### src/rtl/scu_dsp_dma_pkg.sv
// Shared types for the SCU DSP DMA sequencer: FSM states, latched command
// and the reset/start state constants.
package scu_dsp_dma_pkg;

    typedef enum logic [1:0] {
        S_IDLE = 2'd0,
        S_REQ  = 2'd1,
        S_WACK = 2'd2,
        S_WEND = 2'd3
    } DMAState_t;

    // Bank field is sized for up to 256 banks; the top compares the whole
    // field so unused upper bits are always zero.
    localparam int BANK_W_MAX = 8;

    typedef struct packed {
        logic                  dir;
        logic [BANK_W_MAX-1:0] bank;
        logic                  hold;
    } DMACmd_t;

    localparam DMAState_t DMA_RESET_STATE = S_IDLE;
    localparam DMAState_t DMA_START_STATE = S_REQ;
    localparam DMACmd_t   DMA_CMD_RESET   = '0;

endpackage

### src/rtl/scu_dsp_dma_if.sv
// Bundle of sequencer, RAM and bus-side signals of the DMA sequencer.
// Handshake: DMA_REQ is a one-cycle word request; the bus answers with
// DMA_ACK while the engine waits (one word per ACK), and DMA_END closes the
// transfer. All signals are sampled only in CE=1 cycles.
interface scu_dsp_dma_if
    import scu_dsp_dma_pkg::*;
#(
    parameter int BANKS = 4,
    parameter int AW    = 6,
    parameter int DW    = 32,
    parameter int CNT_W = 8
);
    localparam int BW = (BANKS > 1) ? $clog2(BANKS) : 1;

    logic                  CE;
    logic                  ST;
    logic                  ST_DIR;
    logic [BW-1:0]         ST_BANK;
    logic [CNT_W-1:0]      ST_CNT;
    logic                  ST_HOLD;
    logic                  ABORT;
    logic [BANKS-1:0]      CT_WE;
    logic [AW-1:0]         CT_D;
    logic [BANKS-1:0]      CT_INC;
    logic [BANKS*AW-1:0]   CT;
    logic [BANKS*DW-1:0]   RAM_Q;
    logic [BANKS-1:0]      RAM_WE;
    logic [DW-1:0]         RAM_D;
    logic [DW-1:0]         DMA_DI;
    logic [DW-1:0]         DMA_DO;
    logic                  DMA_WE;
    logic                  DMA_REQ;
    logic                  DMA_ACK;
    logic                  DMA_END;
    logic                  DMA_RUN;
    logic                  DMA_LAST;
    logic                  DONE;
    DMAState_t             DBG_STATE;

    // The DMA engine side.
    modport master (
        input  CE, ST, ST_DIR, ST_BANK, ST_CNT, ST_HOLD, ABORT,
        input  CT_WE, CT_D, CT_INC, RAM_Q, DMA_DI, DMA_ACK, DMA_END,
        output CT, RAM_WE, RAM_D, DMA_DO, DMA_WE, DMA_REQ, DMA_RUN,
        output DMA_LAST, DONE, DBG_STATE
    );

    // The sequencer / RAM / bus arbiter side.
    modport slave (
        output CE, ST, ST_DIR, ST_BANK, ST_CNT, ST_HOLD, ABORT,
        output CT_WE, CT_D, CT_INC, RAM_Q, DMA_DI, DMA_ACK, DMA_END,
        input  CT, RAM_WE, RAM_D, DMA_DO, DMA_WE, DMA_REQ, DMA_RUN,
        input  DMA_LAST, DONE, DBG_STATE
    );

endinterface

### src/rtl/scu_dsp_dma_ctr.sv
// One bank address counter: load beats everything, otherwise the sequencer
// and DMA increments add together (up to +2), wrapping modulo 2^AW.
module scu_dsp_dma_ctr #(
    parameter int AW = 6
) (
    input  logic          clk,
    input  logic          rst_n,
    input  logic          ce,
    input  logic          we,
    input  logic [AW-1:0] d,
    input  logic          inc,
    input  logic          dma_inc,
    output logic [AW-1:0] q
);

    logic [AW-1:0] ct_q;
    logic [AW-1:0] ct_d;

    // Next counter value: load or sum of both increment sources.
    always_comb begin
        if (we) begin
            ct_d = d;
        end else begin
            ct_d = ct_q + AW'(inc) + AW'(dma_inc);
        end
    end

    // Counter register, advancing only on clock-enabled cycles.
    always_ff @(posedge clk or negedge rst_n) begin
        if (!rst_n) begin
            ct_q <= '0;
        end else if (ce) begin
            ct_q <= ct_d;
        end
    end

    assign q = ct_q;

endmodule

### src/rtl/scu_dsp_dma.sv
// SCU DSP DMA sequencer: word-by-word REQ/ACK/END transfer engine driving
// data RAM write strobes and owning the per-bank address counters.
module scu_dsp_dma
    import scu_dsp_dma_pkg::*;
#(
    parameter int BANKS = 4,
    parameter int AW    = 6,
    parameter int DW    = 32,
    parameter int CNT_W = 8
) (
    input  logic          CLK,
    input  logic          RST_N,
    scu_dsp_dma_if.master bus
);

    localparam int TW = CNT_W + 1;

    DMAState_t        state_q, state_d;
    DMACmd_t          cmd_q, cmd_d;
    logic [TW-1:0]    tn_q, tn_d;
    logic             req_q, req_d;
    logic             done_q, done_d;
    logic             ack_fire;
    logic [BANKS-1:0] ram_we;
    logic [BANKS-1:0] dma_inc;
    logic [DW-1:0]    dma_do;
    logic [BANKS*AW-1:0] ct;

    // Next-state logic: ABORT first, then END, then ACK; ST only in IDLE.
    always_comb begin
        state_d  = state_q;
        cmd_d    = cmd_q;
        tn_d     = tn_q;
        done_d   = 1'b0;
        ack_fire = 1'b0;
        case (state_q)
            S_IDLE: begin
                if (bus.ST) begin
                    cmd_d.dir  = bus.ST_DIR;
                    cmd_d.bank = BANK_W_MAX'(bus.ST_BANK);
                    cmd_d.hold = bus.ST_HOLD;
                    tn_d       = (bus.ST_CNT == '0) ? (TW'(1) << CNT_W)
                                                    : {1'b0, bus.ST_CNT};
                    state_d    = DMA_START_STATE;
                end
            end
            S_REQ: begin
                if (bus.ABORT) begin
                    state_d = S_IDLE;
                end else if (bus.DMA_END) begin
                    state_d = S_IDLE;
                    done_d  = 1'b1;
                end else begin
                    state_d = S_WACK;
                end
            end
            S_WACK: begin
                if (bus.ABORT) begin
                    state_d = S_IDLE;
                end else begin
                    if (bus.DMA_ACK) begin
                        ack_fire = bus.CE;
                        tn_d     = tn_q - TW'(1);
                        state_d  = (tn_q > TW'(1)) ? S_REQ : S_WEND;
                    end
                    if (bus.DMA_END) begin
                        state_d = S_IDLE;
                        done_d  = 1'b1;
                    end
                end
            end
            S_WEND: begin
                if (bus.ABORT) begin
                    state_d = S_IDLE;
                end else if (bus.DMA_END) begin
                    state_d = S_IDLE;
                    done_d  = 1'b1;
                end
            end
            default: state_d = S_IDLE;
        endcase
        req_d = (state_d == S_REQ);
    end

    // FSM, command, transfer counter and pulse outputs; CE=0 holds all.
    always_ff @(posedge CLK or negedge RST_N) begin
        if (!RST_N) begin
            state_q <= DMA_RESET_STATE;
            cmd_q   <= DMA_CMD_RESET;
            tn_q    <= '0;
            req_q   <= 1'b0;
            done_q  <= 1'b0;
        end else if (bus.CE) begin
            state_q <= state_d;
            cmd_q   <= cmd_d;
            tn_q    <= tn_d;
            req_q   <= req_d;
            done_q  <= done_d;
        end
    end

    // Bank decode for write strobes, DMA increments and read data mux.
    always_comb begin
        ram_we  = '0;
        dma_inc = '0;
        dma_do  = bus.RAM_Q[DW-1:0];
        for (int i = 0; i < BANKS; i++) begin
            if (cmd_q.bank == BANK_W_MAX'(i)) begin
                ram_we[i]  = ack_fire && !cmd_q.dir;
                dma_inc[i] = ack_fire && !cmd_q.hold;
                dma_do     = bus.RAM_Q[i*DW +: DW];
            end
        end
    end

    for (genvar g = 0; g < BANKS; g++) begin : g_ctr
        scu_dsp_dma_ctr #(.AW(AW)) u_ctr (
            .clk     (CLK),
            .rst_n   (RST_N),
            .ce      (bus.CE),
            .we      (bus.CT_WE[g]),
            .d       (bus.CT_D),
            .inc     (bus.CT_INC[g]),
            .dma_inc (dma_inc[g]),
            .q       (ct[g*AW +: AW])
        );
    end

    assign bus.CT        = ct;
    assign bus.RAM_WE    = ram_we;
    assign bus.RAM_D     = (|ram_we) ? bus.DMA_DI : '0;
    assign bus.DMA_DO    = dma_do;
    assign bus.DMA_WE    = (state_q != S_IDLE) && cmd_q.dir;
    assign bus.DMA_REQ   = req_q;
    assign bus.DMA_RUN   = (state_q != S_IDLE);
    assign bus.DMA_LAST  = (state_q != S_IDLE) && (tn_q == TW'(1));
    assign bus.DONE      = done_q;
    assign bus.DBG_STATE = state_q;

endmodule

### src/flat_wrapper.sv
// flat-port wrapper written by rule: the top's interface ports become plain ports
module scu_dsp_dma_flat import scu_dsp_dma_pkg::*;
#(
    parameter int BANKS = 4,
    parameter int AW    = 6,
    parameter int DW    = 32,
    parameter int CNT_W = 8
)
  (CLK, RST_N, bus_CE, bus_ST, bus_ST_DIR, bus_ST_BANK, bus_ST_CNT, bus_ST_HOLD, bus_ABORT, bus_CT_WE, bus_CT_D, bus_CT_INC, bus_RAM_Q, bus_DMA_DI, bus_DMA_ACK, bus_DMA_END, bus_CT, bus_RAM_WE, bus_RAM_D, bus_DMA_DO, bus_DMA_WE, bus_DMA_REQ, bus_DMA_RUN, bus_DMA_LAST, bus_DONE, bus_DBG_STATE);
  scu_dsp_dma_if #(.BANKS(BANKS), .AW(AW), .DW(DW), .CNT_W(CNT_W)) bus_i ();
  input  logic CLK;
  input  logic RST_N;
  input wire logic [$bits(bus_i.CE)-1:0] bus_CE;
  input wire logic [$bits(bus_i.ST)-1:0] bus_ST;
  input wire logic [$bits(bus_i.ST_DIR)-1:0] bus_ST_DIR;
  input wire logic [$bits(bus_i.ST_BANK)-1:0] bus_ST_BANK;
  input wire logic [$bits(bus_i.ST_CNT)-1:0] bus_ST_CNT;
  input wire logic [$bits(bus_i.ST_HOLD)-1:0] bus_ST_HOLD;
  input wire logic [$bits(bus_i.ABORT)-1:0] bus_ABORT;
  input wire logic [$bits(bus_i.CT_WE)-1:0] bus_CT_WE;
  input wire logic [$bits(bus_i.CT_D)-1:0] bus_CT_D;
  input wire logic [$bits(bus_i.CT_INC)-1:0] bus_CT_INC;
  input wire logic [$bits(bus_i.RAM_Q)-1:0] bus_RAM_Q;
  input wire logic [$bits(bus_i.DMA_DI)-1:0] bus_DMA_DI;
  input wire logic [$bits(bus_i.DMA_ACK)-1:0] bus_DMA_ACK;
  input wire logic [$bits(bus_i.DMA_END)-1:0] bus_DMA_END;
  output wire logic [$bits(bus_i.CT)-1:0] bus_CT;
  output wire logic [$bits(bus_i.RAM_WE)-1:0] bus_RAM_WE;
  output wire logic [$bits(bus_i.RAM_D)-1:0] bus_RAM_D;
  output wire logic [$bits(bus_i.DMA_DO)-1:0] bus_DMA_DO;
  output wire logic [$bits(bus_i.DMA_WE)-1:0] bus_DMA_WE;
  output wire logic [$bits(bus_i.DMA_REQ)-1:0] bus_DMA_REQ;
  output wire logic [$bits(bus_i.DMA_RUN)-1:0] bus_DMA_RUN;
  output wire logic [$bits(bus_i.DMA_LAST)-1:0] bus_DMA_LAST;
  output wire logic [$bits(bus_i.DONE)-1:0] bus_DONE;
  output wire logic [$bits(bus_i.DBG_STATE)-1:0] bus_DBG_STATE;
  assign bus_i.CE = bus_CE;
  assign bus_i.ST = bus_ST;
  assign bus_i.ST_DIR = bus_ST_DIR;
  assign bus_i.ST_BANK = bus_ST_BANK;
  assign bus_i.ST_CNT = bus_ST_CNT;
  assign bus_i.ST_HOLD = bus_ST_HOLD;
  assign bus_i.ABORT = bus_ABORT;
  assign bus_i.CT_WE = bus_CT_WE;
  assign bus_i.CT_D = bus_CT_D;
  assign bus_i.CT_INC = bus_CT_INC;
  assign bus_i.RAM_Q = bus_RAM_Q;
  assign bus_i.DMA_DI = bus_DMA_DI;
  assign bus_i.DMA_ACK = bus_DMA_ACK;
  assign bus_i.DMA_END = bus_DMA_END;
  assign bus_CT = bus_i.CT;
  assign bus_RAM_WE = bus_i.RAM_WE;
  assign bus_RAM_D = bus_i.RAM_D;
  assign bus_DMA_DO = bus_i.DMA_DO;
  assign bus_DMA_WE = bus_i.DMA_WE;
  assign bus_DMA_REQ = bus_i.DMA_REQ;
  assign bus_DMA_RUN = bus_i.DMA_RUN;
  assign bus_DMA_LAST = bus_i.DMA_LAST;
  assign bus_DONE = bus_i.DONE;
  assign bus_DBG_STATE = bus_i.DBG_STATE;
  scu_dsp_dma #(.BANKS(BANKS), .AW(AW), .DW(DW), .CNT_W(CNT_W)) u_core (.CLK(CLK), .RST_N(RST_N), .bus(bus_i));
endmodule
### config.mk
export PLATFORM = sky130hd
export DESIGN_NAME = scu_dsp_dma_flat
export DESIGN_NICKNAME = d
export VERILOG_FILES = /design/src/rtl/scu_dsp_dma_pkg.sv /design/src/rtl/scu_dsp_dma_if.sv /design/src/rtl/scu_dsp_dma_ctr.sv /design/src/rtl/scu_dsp_dma.sv /design/src/flat_wrapper.sv
export SDC_FILE = /design/constraint.sdc
export NUM_CORES = 1
export LEC_CHECK = 0
export BUFFER_PORTS_ARGS = -buffer_cell sky130_fd_sc_hd__buf_4
export CORE_AREA = 2 2 112 114
export CTS_CLUSTER_SIZE = 16
export DETAILED_ROUTE_END_ITERATION = 8
export DIE_AREA = 0 0 114 116
export PLACE_DENSITY = 0.68
export SLEW_MARGIN = 20
export SYNTH_ARGS = -nofsm -noshare
export SYNTH_HDL_FRONTEND = slang
export SYNTH_HIERARCHICAL = 1
export SYNTH_SLANG_ARGS = --single-unit
### constraint.sdc
create_clock -name CLK -period 3.65 [get_ports CLK]
set_clock_uncertainty 0.15 [all_clocks]
set_input_delay 0.365 -clock CLK [delete_from_list [all_inputs] [get_ports CLK]]
set_output_delay 0.365 -clock CLK [all_outputs]
set_load 0.02 [all_outputs]
==> results_dict.tcl <==
set metrics [dict create \
    ys_warn_count 6 \
    postCtsSetupRepairBufs 0 \
    multiInputGateArea_um2 2359 \
    ys_types 46 \
    ys_ff_latch 41 \
    cts_tree "yes" \
    die_y_um 116 \
    rsz0062_at_grt "no" \
    cts.path.max_buffers 2 \
    netlist_top_cells_count "dfrtp_1, and2_1, mux4_2, o21ai_0, a21oi_1" \
    crit_fanout 10 \
    synth_area_leaders "dfrtp_1, mux4_2, and2_1, o21ai_0, a21oi_1" \
    drc 0 \
    endpoint_kind "flip-flop" \
    relSlewSlack_pct 54.91 \
    run_status "finished clean" \
    synthCells 356 \
    fin_nets 837 \
    avgSynthCellArea_um2 9.943 \
    peakVddDrop_mv 0.3465 \
    yosysSeqAreaShare_pct 28.99 \
    drt_pre_antenna_iters 5 \
    grt_first_pass_wirelength_um 22580 \
    hold_ws_ns 0.1790 \
    drv_slew 0 \
    wl_per_cell_um 20.38 \
    fin_crit_ns 2.794 \
    hold_viol_final 0 \
    whs_path_depth 2 \
    worstPathArrival_ns 2.82 \
    numCtsBuffers 5 \
    critPathRequiredTime_ns 3.68 \
    n_antenna_cell 0 \
    reg2reg_setup_slack_ns 0.86 \
    viasPerCell 5.206 \
    utilization_pct 50.29 \
    grt_overflow 0 \
    drv_cap 0 \
    p_leak_nw 2.911 \
    setup_viol 0 \
    synth-edff-count 0 \
    fmax_mhz 357.9 \
    timing.final.crit_share_pct 76.54 \
    yosysMostFrequentCell "dfrtp_1" \
    crit_type "reg2reg" \
    drive_gt1_share_pct 56.54 \
    wl_um 15940 \
    dp_hpwl_um 13370 \
    yosysTopAreaCell "dfrtp_1" \
    nFillCells 1113 \
    grt_max_degree 66 \
    setup_tns_ns 0 \
    h-tree-depth 2 \
    antenna_found_initial 1 \
    clkTransAtPathRegs_ns 0.06 \
    ff2ff_path_depth 8 \
    cts.sinks 41 \
    dieWidth_um 114 \
    core_um2 11910 \
    min_path_type "in2reg" \
    synth_top_area_share_pct 28.99 \
    synth_ff_type "dfrtp_1" \
    power_density_nw_per_um2 442.4 \
    portBuffers 291 \
    detail-route-antenna-nets 0 \
    r2r_end "u_core/g_ctr[2].u_ctr/q[4]" \
    pin_count 292 \
    die-area_um2 13220 \
    holdPathEnd "u_core/cmd_q[9]" \
    async_reset_ff_share_pct 100.0 \
    insertion_delay_ns 0.28 \
    worstReg2RegStart "u_core/bus.DBG_STATE[1]" \
    synthesis.area_um2 3540 \
    seq_area_um2 1028 \
    timing.critical_path.from_type "flip-flop" \
    hp-start "bus_ST_DIR" \
    via_count 4071 \
    grt_usage_pct 22.46 \
    area_growth_pct 69.25 \
    tightest_slew_ns 0.6764 \
    drtIter0Drc 335 \
    clock-root-buffer "clkbuf_16" \
    syn_nets 559 \
    rows 40 \
    start_util_pct 29.72 \
    grt_pass1_vias 4054 \
    routabilityCongestion 0.8968 \
]
-- cell type report --
class                   count  share of cell area, %
multi-input cells         276                  39.37
repair buffers            296                  37.13
clock buffers               5                  2.089
clock inverters             3                 0.2924
well taps                 147                  3.070
flip-flops and latches     41                  17.17
inverters                  14                 0.8772
-- stage by stage --
stage | setup WS, ns | instances | power [mW] | cell area, µm²
after floorplan | 1.001 | 356 | 1.592 | 3540
after global placement | 0.9519 | 773 | 2.201 | 5838
after detailed placement | 0.8422 | 773 | 2.226 | 5838
after CTS | 0.7943 | 782 | 2.673 | 5991
after global routing | 0.6699 | 782 | 2.809 | 5991
final | 0.8563 | 782 | 2.650 | 5991
-- layout by cell type (no fill, tap or decap), types with 3 or more instances in the layout --
master and instances:
inv_1 14, or3b_1 4, mux2_2 4, nand2b_1 8, nor3b_1 4, fa_1 4
and2_1 32, and3_2 4, mux2i_1 12, a21oi_1 25, nor2b_1 3, buf_4 295
nand2_1 15, a22o_1 8, nor3_1 3, clkbuf_16 5, o22ai_1 9, nor2_1 24
o211ai_2 4, ha_1 6, nand3_1 8, nand3_2 4, dfrtp_1 39, o21ai_0 31
mux4_2 32, nor4_1 8
-- sequential cells by signal, indices dropped and copies added (netlist names) --
signal	cells
u_core/cmd_q	4
u_core/tn_q	9
u_core/bus.DBG_STATE	2
u_core/bus.DMA_REQ	1
u_core/bus.DONE	1
u_core/g_ctr.u_ctr/q	24
-- power breakdown --
group	internal [mW]	switching (mW)	total, mW	leakage [nW]
sequential	0.562	0.175	0.738	0.487
clock	0.251	0.187	0.438	0.0696
combinational	0.759	0.715	1.47	2.35
total	1.57	1.08	2.65	2.91
-- worst max-delay path: stages, from the launching register on --
cell	delay (ns)
dfrtp_1	0.51
nand3b_1	0.24
or3_1	0.47
nor3b_1	0.34
fa_1	0.28
ha_1	0.18
and3_2	0.19
o21ai_0	0.07
a22o_1	0.26
-- worst max-delay path by stage --
stage / start / end / slack [ns] / cells after the start
2_1_floorplan: u_core/bus.DBG_STATE[1] / u_core/g_ctr[1].u_ctr/q[4] / 1.00 / 9
3_3_place_gp: bus_ABORT / u_core/g_ctr[1].u_ctr/q[4] / 0.95 / 9
3_5_place_dp: u_core/bus.DBG_STATE[1] / u_core/g_ctr[2].u_ctr/q[4] / 0.84 / 8
4_1_cts: u_core/cmd_q[1] / bus_DMA_DO[20] / 0.79 / 3
5_1_grt: u_core/bus.DBG_STATE[1] / u_core/g_ctr[1].u_ctr/q[4] / 0.67 / 8
6_report: u_core/bus.DBG_STATE[1] / u_core/g_ctr[2].u_ctr/q[4] / 0.86 / 8
-- per-layer routing --
metal  routed length [µm]  GRT usage [%]
met3                 1288          5.387
met1                 6289          28.54
met2                 8146          38.93
met5                   10              0
met4                  204          5.122
-- timing repair --
item,4_1_cts,5_1_grt
resized for setup,0,0
hold buffers,1,0
hold endpoints to repair,41,0
-- logic make-up (layout without fill, tap and decap cells) --
| family | after synthesis | count (layout) | synth area share (%) |
|---|---|---|---|
| AO/OA/AOI/OAI | 88 | 88 | 15.62 |
| adder cells (fa/ha/maj) | 10 | 10 | 4.383 |
| buffers and inverters | 39 | 318 | 4.524 |
| flip-flops | 41 | 41 | 28.99 |
| multiplexers | 48 | 48 | 25.03 |
| AND/OR/NAND/NOR | 130 | 130 | 21.46 |
Power figures use the tool's default switching activity.
